## config.mk

```make
export PLATFORM = sky130hd
export DESIGN_NAME = reg_linear_inverse_flat
export DESIGN_NICKNAME = d
export VERILOG_FILES = /design/src/rtl/reg_linear_inverse_pkg.sv /design/src/rtl/reg_linear_inverse_if.sv /design/src/rtl/reg_linear_inverse_div.sv /design/src/rtl/reg_linear_inverse.sv /design/src/flat_wrapper.sv
export SDC_FILE = /design/constraint.sdc
export NUM_CORES = 1
export LEC_CHECK = 0
export CORE_ASPECT_RATIO = 1.25
export CORE_MARGIN = 2
export CORE_UTILIZATION = 40
export CTS_BUF_LIST = sky130_fd_sc_hd__clkbuf_16
export CTS_CLUSTER_SIZE = 16
export DETAILED_ROUTE_END_ITERATION = 7
export PLACE_DENSITY = 0.56
export SETUP_SLACK_MARGIN = 0.05
export SYNTH_ARGS = -nofsm -noshare
export SYNTH_HDL_FRONTEND = slang
export SYNTH_SLANG_ARGS = --single-unit
```

## constraint.sdc

```tcl
create_clock -name clk -period 8 [get_ports clk]
set_input_delay 1.6 -clock clk [delete_from_list [all_inputs] [get_ports clk]]
set_output_delay 1.6 -clock clk [all_outputs]
set_load 0.01 [all_outputs]
```

## src/rtl/reg_linear_inverse_pkg.sv

```systemverilog
// Shared definitions for the linear price predictor and its inverse.
// Holds the default model coefficients, the bus widths, and the FSM state
// encoding. The predictor and this decoder use the same state encoding.
package reg_linear_inverse_pkg;

  // Bus widths of the price and size domains
  localparam int W_PRICE = 32;
  localparam int W_SIZE  = 16;

  // Default model coefficients: price = REG_THETA0 + REG_THETA1 * size
  localparam logic [W_PRICE-1:0] REG_THETA0 = 32'd10000;
  localparam logic [W_SIZE-1:0]  REG_THETA1 = 16'd5000;

  // Transaction FSM states
  typedef enum logic [1:0] {
    IDLE = 2'd0,
    SUB  = 2'd1,
    DIV  = 2'd2,
    DONE = 2'd3
  } state_e;

  // Plain-vector copies of the state encoding, used where the state register
  // is kept as a raw logic vector
  localparam logic [1:0] ST_IDLE = 2'd0;
  localparam logic [1:0] ST_SUB  = 2'd1;
  localparam logic [1:0] ST_DIV  = 2'd2;
  localparam logic [1:0] ST_DONE = 2'd3;

endpackage

```

## src/rtl/reg_linear_inverse_if.sv

```systemverilog
// Handshake bus of the price->size decoder.
//   price/in_valid/in_ready     : request channel (price in)
//   size/remainder/underflow/
//   overflow/out_valid/out_ready: result channel (size out)
// The master modport is the requester/consumer side; the slave modport is
// the decoder itself.
interface reg_linear_inverse_if;
  import reg_linear_inverse_pkg::*;

  logic [W_PRICE-1:0] price;
  logic               in_valid;
  logic               in_ready;
  logic [W_SIZE-1:0]  size;
  logic [W_SIZE-1:0]  remainder;
  logic               underflow;
  logic               overflow;
  logic               out_valid;
  logic               out_ready;

  modport master (
    output price, in_valid, out_ready,
    input  in_ready, size, remainder, underflow, overflow, out_valid
  );

  modport slave (
    input  price, in_valid, out_ready,
    output in_ready, size, remainder, underflow, overflow, out_valid
  );

endinterface

```

## src/rtl/reg_linear_inverse_div.sv

```systemverilog
// Sequential restoring divider, 32-bit dividend by 16-bit divisor.
// Ports:
//   clk, rst_n   : clock, asynchronous active-low reset
//   start_i      : load dividend/divisor and begin (ignored while busy)
//   dividend_i   : 32-bit unsigned dividend
//   divisor_i    : 16-bit unsigned divisor (nonzero)
//   busy_o       : iterations in progress
//   done_o       : high in the cycle whose closing edge performs the last step
//   quotient_o   : full 32-bit quotient, valid while done_o is high
//   rem_o        : final remainder, valid while done_o is high
// One quotient bit is produced per clock, MSB first, 32 steps after the load.
// quotient_o/rem_o expose the result of the step being taken so the caller can
// capture it on the same edge that completes the division.
module div32by16_seq (
  input  logic        clk,
  input  logic        rst_n,
  input  logic        start_i,
  input  logic [31:0] dividend_i,
  input  logic [15:0] divisor_i,
  output logic        busy_o,
  output logic        done_o,
  output logic [31:0] quotient_o,
  output logic [15:0] rem_o
);

  logic [31:0] dvd_q;
  logic [30:0] quot_q;
  logic [15:0] rem_q;
  logic [15:0] divisor_q;
  logic [4:0]  count_q;
  logic        busy_q;

  logic [16:0] remShift;
  logic        qBit;
  logic [15:0] remNext;
  logic [31:0] quotNext;

  // One restoring step. The shifted remainder needs 17 bits before the
  // compare; after a successful subtract the result is below the divisor, so
  // the low 16 bits of the difference are exact.
  always_comb begin
    remShift = {rem_q, dvd_q[31]};
    qBit     = (remShift >= {1'b0, divisor_q});
    remNext  = qBit ? (remShift[15:0] - divisor_q) : remShift[15:0];
    quotNext = {quot_q, qBit};
  end

  // Load on start, otherwise iterate while busy; count_q tracks steps left.
  always_ff @(posedge clk or negedge rst_n) begin
    if (!rst_n) begin
      dvd_q     <= '0;
      quot_q    <= '0;
      rem_q     <= '0;
      divisor_q <= '0;
      count_q   <= '0;
      busy_q    <= 1'b0;
    end else if (start_i && !busy_q) begin
      dvd_q     <= dividend_i;
      quot_q    <= '0;
      rem_q     <= '0;
      divisor_q <= divisor_i;
      count_q   <= 5'd31;
      busy_q    <= 1'b1;
    end else if (busy_q) begin
      dvd_q   <= {dvd_q[30:0], 1'b0};
      quot_q  <= quotNext[30:0];
      rem_q   <= remNext;
      count_q <= count_q - 5'd1;
      if (count_q == 5'd0) begin
        busy_q <= 1'b0;
      end
    end
  end

  assign busy_o     = busy_q;
  assign done_o     = busy_q && (count_q == 5'd0);
  assign quotient_o = quotNext;
  assign rem_o      = remNext;

endmodule

```

## src/rtl/reg_linear_inverse.sv

```systemverilog
// Inverse of the linear price predictor: size = (price - THETA0) / THETA1.
// Ports:
//   clk   : clock, rising edge
//   rst_n : asynchronous active-low reset, aborts any transaction
//   bus   : slave side of reg_linear_inverse_if
//           request : price, in_valid, in_ready
//           result  : size, remainder, underflow, overflow, out_valid, out_ready
// One transaction at a time: IDLE accepts a price, SUB removes the intercept
// (or flags underflow), DIV runs the 32-step divider, DONE holds the result
// until the consumer takes it. Quotients above 16 bits saturate size and set
// overflow. All results stay on the outputs until the next one is produced.
module reg_linear_inverse
  import reg_linear_inverse_pkg::*;
#(
  parameter logic [W_PRICE-1:0] THETA0 = REG_THETA0,
  parameter logic [W_SIZE-1:0]  THETA1 = REG_THETA1
) (
  input logic            clk,
  input logic            rst_n,
  reg_linear_inverse_if.slave bus
);

  // A zero slope has no inverse
  if (THETA1 == '0) begin : gen_bad_theta1
    $error("reg_linear_inverse: THETA1 must be nonzero");
  end

  logic [1:0]         state_q,    state_d;
  logic [W_PRICE-1:0] price_q,    price_d;
  logic               inReady_q,  inReady_d;
  logic               outValid_q, outValid_d;
  logic [W_SIZE-1:0]  size_q,     size_d;
  logic [W_SIZE-1:0]  rem_q,      rem_d;
  logic               under_q,    under_d;
  logic               over_q,     over_d;

  logic               divStart;
  logic               divBusy;
  logic               divDone;
  logic [31:0]        divQuot;
  logic [15:0]        divRem;
  logic [W_PRICE-1:0] divDividend;

  assign divDividend = price_q - THETA0;

  div32by16_seq u_div (
    .clk        (clk),
    .rst_n      (rst_n),
    .start_i    (divStart),
    .dividend_i (divDividend),
    .divisor_i  (THETA1),
    .busy_o     (divBusy),
    .done_o     (divDone),
    .quotient_o (divQuot),
    .rem_o      (divRem)
  );

  // Transaction sequencing. in_ready comes up one edge after reset release
  // and is only ever high in IDLE, so nothing is accepted in the cycle a
  // result is consumed.
  always_comb begin
    state_d    = state_q;
    price_d    = price_q;
    inReady_d  = inReady_q;
    outValid_d = outValid_q;
    size_d     = size_q;
    rem_d      = rem_q;
    under_d    = under_q;
    over_d     = over_q;
    divStart   = 1'b0;
    case (state_q)
      ST_IDLE: begin
        if (!inReady_q) begin
          inReady_d = 1'b1;
        end else if (bus.in_valid) begin
          price_d   = bus.price;
          inReady_d = 1'b0;
          state_d   = ST_SUB;
        end
      end
      ST_SUB: begin
        if (price_q < THETA0) begin
          under_d    = 1'b1;
          over_d     = 1'b0;
          size_d     = '0;
          rem_d      = '0;
          outValid_d = 1'b1;
          state_d    = ST_DONE;
        end else begin
          divStart = 1'b1;
          state_d  = ST_DIV;
        end
      end
      ST_DIV: begin
        if (divBusy && divDone) begin
          under_d    = 1'b0;
          over_d     = |divQuot[31:16];
          size_d     = (|divQuot[31:16]) ? 16'hFFFF : divQuot[15:0];
          rem_d      = divRem;
          outValid_d = 1'b1;
          state_d    = ST_DONE;
        end
      end
      default: begin
        if (outValid_q && bus.out_ready) begin
          outValid_d = 1'b0;
          inReady_d  = 1'b1;
          state_d    = ST_IDLE;
        end
      end
    endcase
  end

  // State and registered outputs; reset clears everything at once.
  always_ff @(posedge clk or negedge rst_n) begin
    if (!rst_n) begin
      state_q    <= ST_IDLE;
      price_q    <= '0;
      inReady_q  <= 1'b0;
      outValid_q <= 1'b0;
      size_q     <= '0;
      rem_q      <= '0;
      under_q    <= 1'b0;
      over_q     <= 1'b0;
    end else begin
      state_q    <= state_d;
      price_q    <= price_d;
      inReady_q  <= inReady_d;
      outValid_q <= outValid_d;
      size_q     <= size_d;
      rem_q      <= rem_d;
      under_q    <= under_d;
      over_q     <= over_d;
    end
  end

  assign bus.in_ready  = inReady_q;
  assign bus.out_valid = outValid_q;
  assign bus.size      = size_q;
  assign bus.remainder = rem_q;
  assign bus.underflow = under_q;
  assign bus.overflow  = over_q;

endmodule
```

## src/flat_wrapper.sv

```systemverilog
// flat-port wrapper written by rule: the top's interface ports become plain ports
module reg_linear_inverse_flat import reg_linear_inverse_pkg::*;
#(
  parameter logic [W_PRICE-1:0] THETA0 = REG_THETA0,
  parameter logic [W_SIZE-1:0]  THETA1 = REG_THETA1
)
  (clk, rst_n, bus_price, bus_in_valid, bus_out_ready, bus_in_ready, bus_size, bus_remainder, bus_underflow, bus_overflow, bus_out_valid);
  reg_linear_inverse_if bus_i ();
  input logic clk;
  input logic rst_n;
  input wire logic [$bits(bus_i.price)-1:0] bus_price;
  input wire logic [$bits(bus_i.in_valid)-1:0] bus_in_valid;
  input wire logic [$bits(bus_i.out_ready)-1:0] bus_out_ready;
  output wire logic [$bits(bus_i.in_ready)-1:0] bus_in_ready;
  output wire logic [$bits(bus_i.size)-1:0] bus_size;
  output wire logic [$bits(bus_i.remainder)-1:0] bus_remainder;
  output wire logic [$bits(bus_i.underflow)-1:0] bus_underflow;
  output wire logic [$bits(bus_i.overflow)-1:0] bus_overflow;
  output wire logic [$bits(bus_i.out_valid)-1:0] bus_out_valid;
  assign bus_i.price = bus_price;
  assign bus_i.in_valid = bus_in_valid;
  assign bus_i.out_ready = bus_out_ready;
  assign bus_in_ready = bus_i.in_ready;
  assign bus_size = bus_i.size;
  assign bus_remainder = bus_i.remainder;
  assign bus_underflow = bus_i.underflow;
  assign bus_overflow = bus_i.overflow;
  assign bus_out_valid = bus_i.out_valid;
  reg_linear_inverse #(.THETA0(THETA0), .THETA1(THETA1)) u_core (.clk(clk), .rst_n(rst_n), .bus(bus_i));
endmodule
```

==> impl_metrics.yaml <==
clock_tree:
  hold_buffers: 0
  cts_setup_buffers: 0
  ctsHtreeMaxLevel: 4
  cts_buffer_depth: 2
  cts-buffers-inserted: 17
  clkTransAtPathRegs_ns: 0.06
  cts_root_buf: "clkbuf_16"
  ctsResizeCount: 0
  clk_latency_ns: 0.43
  cts.sinks: 156
  cts_tree: "done"
synth:
  synth_edf_count: 0
  yosysSeqAreaShare_pct: 52.7
  synth.most_common_cell: "dfrtp_1"
  syn-cell-area_sq_um: 7400
  synth_fp_nets: 788
  synth_top_cell_area_share_pct: 52.7
  ys_top_cells_by_area: "dfrtp_1, nand2_1, o21ai_0"
  synth_area_leader_cell: "dfrtp_1"
  synth_common_cells: "dfrtp_1, nand2_1, o21ai_0, mux2_2"
  yosys_warnings: 0
  ys_seq_elements: 156
  synthArstFlopShare_pct: 100
  synth_ff_type: "dfrtp_1"
  synth_cell_types: 58
  syn_inst: 739
  syn_avg_cell_area_sq_um: 10.0
place:
  post-place-cells: 1003
  portBuffers: 71
  dp_hpwl_mm: 10.5
  gp_congestion: 0.849
floorplanning:
  rows: 55
  fp.coreArea_sq_um: 18100
  initial_core_util_pct: 40.9
  die_w_microns: 126
  io-pin-count: 72
  dieHeight_microns: 156
  die_area_sq_um: 19600
finish:
  drive_gt1_share_pct: 10.2
  fill_cells: 1709
  antenna_cells: 0
  areaGrowthSynthToFinish_pct: 20.7
  layout.cells.non_filler: 1035
  final_net_count: 844
  post-route-util_pct: 49.4
drt:
  firstDrtPassIters: 6
  routed-wl-met3_microns: 621
  wire_per_inst_microns: 15.2
  drcViolationCount: 0
  drt_iter0_drc: 343
  antenna_left: 0
  wirelength_mm: 15.7
  top_layer: "met4"
  via_per_inst: 5.35
  vias: 5539
  met1_length_mm: 7.20
  wl_met2_mm: 7.71
job:
  cap_violations: 0
timing:
  tightest_slew_ns: 0.949
  min_period_over_period_pct: 43.4
  maxSlewHeadroom_pct: 35.9
  setup-tns-final_ns: 0
  final_max_slew_viol_count: 0
  holdWs_ns: 0.472
  skew_ns: 0.00976
  post-route-min-period_ns: 3.47
  fmax_mhz: 288
  hold_viol: 0
  setup_viol_count_final: 0
  rsz0062_at_grt: "no"
grt:
  grt.overflow.total: 0
  antenna_found_initial: 0
  grt_max_degree: 97
  grt.total_usage_pct: 16.9
  grt_pass1_vias: 5480
  grt_pass1_wl_mm: 27.0
critical_path:
  crit_required_ns: 8.33
  path_max_fanout: 41
  cp-end-kind: "register"
  startpoint_type: "register"
  worstSetupPathType: "reg2reg"
  crit_arrival_ns: 3.81
worst_hold_path:
  worstHoldPathType: "reg2reg"
power_and_ir_drop:
  max-vdd-ir-drop_mv: 0.183
  p_total_w: 0.00391
  p_leak_nw: 3.79
  power.density_nw_per_um2: 438
status:
  status: "finished clean"
==> cell usage in the layout, fill, tap and decap left out, types with 15 or more instances in the layout <==
master           synthesis  final
inv_1                   12     15
xnor2_1                 18     18
o21ai_1                 24     24
nor2_1                  22     22
mux2i_1                 30     30
nand2_1                143    143
dfrtp_1                156    155
clkdlybuf4s50_1          0     70
xor2_1                  15     15
o21ai_0                104    104
clkbuf_16                0     17
mux2_2                  34     34
a21oi_1                 16     16
==> state kept, by name, indices dropped and copies added, names as in the netlist <==
register	count
u_core.bus.out_valid	1
u_core.u_div.quot_q	31
u_core.state_q	2
u_core.bus.in_ready	1
u_core.price_q	32
u_core.bus.underflow	1
u_core.u_div.busy_o	1
u_core.bus.overflow	1
u_core.u_div.rem_q	16
u_core.u_div.count_q	5
u_core.u_div.divisor_q	1
u_core.bus.size	16
u_core.bus.remainder	16
u_core.u_div.dvd_q	32
==> cell families after synthesis <==
| group | count (synthesis) | share of synthesized area (%) |
|---|---|---|
| and+or+nand+nor | 234 | 14.4 |
| muxes | 64 | 9.23 |
| buffers and inverters | 54 | 3.16 |
| DFF | 156 | 52.7 |
| xor gates and xnor gates | 33 | 3.91 |
| AOI/OAI and AO/OA | 185 | 14.4 |
| adders and majority gates | 13 | 2.20 |
==> final timing paths <==
kind | slack (ns) | end | depth (start not counted) | startpoint
min in group asynchronous | 1.24 | u_core.bus.size[7] | 1 | rst_n
max reg2reg | 4.53 | u_core.bus.remainder[15] | 7 | u_core.price_q[16]
max in group asynchronous | 5.42 | u_core.u_div.dvd_q[19] | 2 | rst_n
min | 0.47 | u_core.u_div.dvd_q[26] | 2 | u_core.u_div.dvd_q[25]
max | 4.53 | u_core.bus.remainder[15] | 7 | u_core.price_q[16]
min reg2reg | 0.47 | u_core.u_div.dvd_q[26] | 2 | u_core.u_div.dvd_q[25]
==> critical path, stage by stage (launching register included) <==
cell,delay [ns]
dfrtp_1,0.41
or4_1,0.56
or2_1,0.38
or3_4,0.45
o31ai_4,0.43
buf_4,0.47
nand4_2,0.38
o21ai_0,0.29
==> per-stage QoR <==
stage | setup slack, ns | cell area [sq um]
final | 4.53 | 8930
after global routing | 4.20 | 8930
after CTS | 4.46 | 8930
after detailed placement | 4.23 | 8300
after global placement | 4.33 | 8300
after floorplan | 5.38 | 7400
==> layer usage <==
layer | vias up | track usage (%)
met2 | 109 | 28.5
met5 | - | 0
met1 | 2713 | 21.5
li1 | 2701 | -
met3 | 16 | 4.01
met4 | 0 | 5.13
==> final cells by class <==
class / count / area [sq um] / share of cell area (%)
clock buffer: 17 / 425 / 4.76
clock inverter: 14 / 205 / 2.30
inverter: 13 / 48.8 / 0.546
multi-input combinational: 529 / 3300 / 36.9
sequential: 156 / 3910 / 43.7
tap: 228 / 285 / 3.19
timing repair buffer: 78 / 762 / 8.53
==> where the power goes <==
part	switching, W	total (W)	leakage (nW)	internal (W)
sequential	0.000296	0.00143	1.95	0.00113
combinational	0.000889	0.00162	1.52	0.000727
clock	0.000315	0.000863	0.318	0.000548
Note: power is estimated with default switching activity, not from simulation.
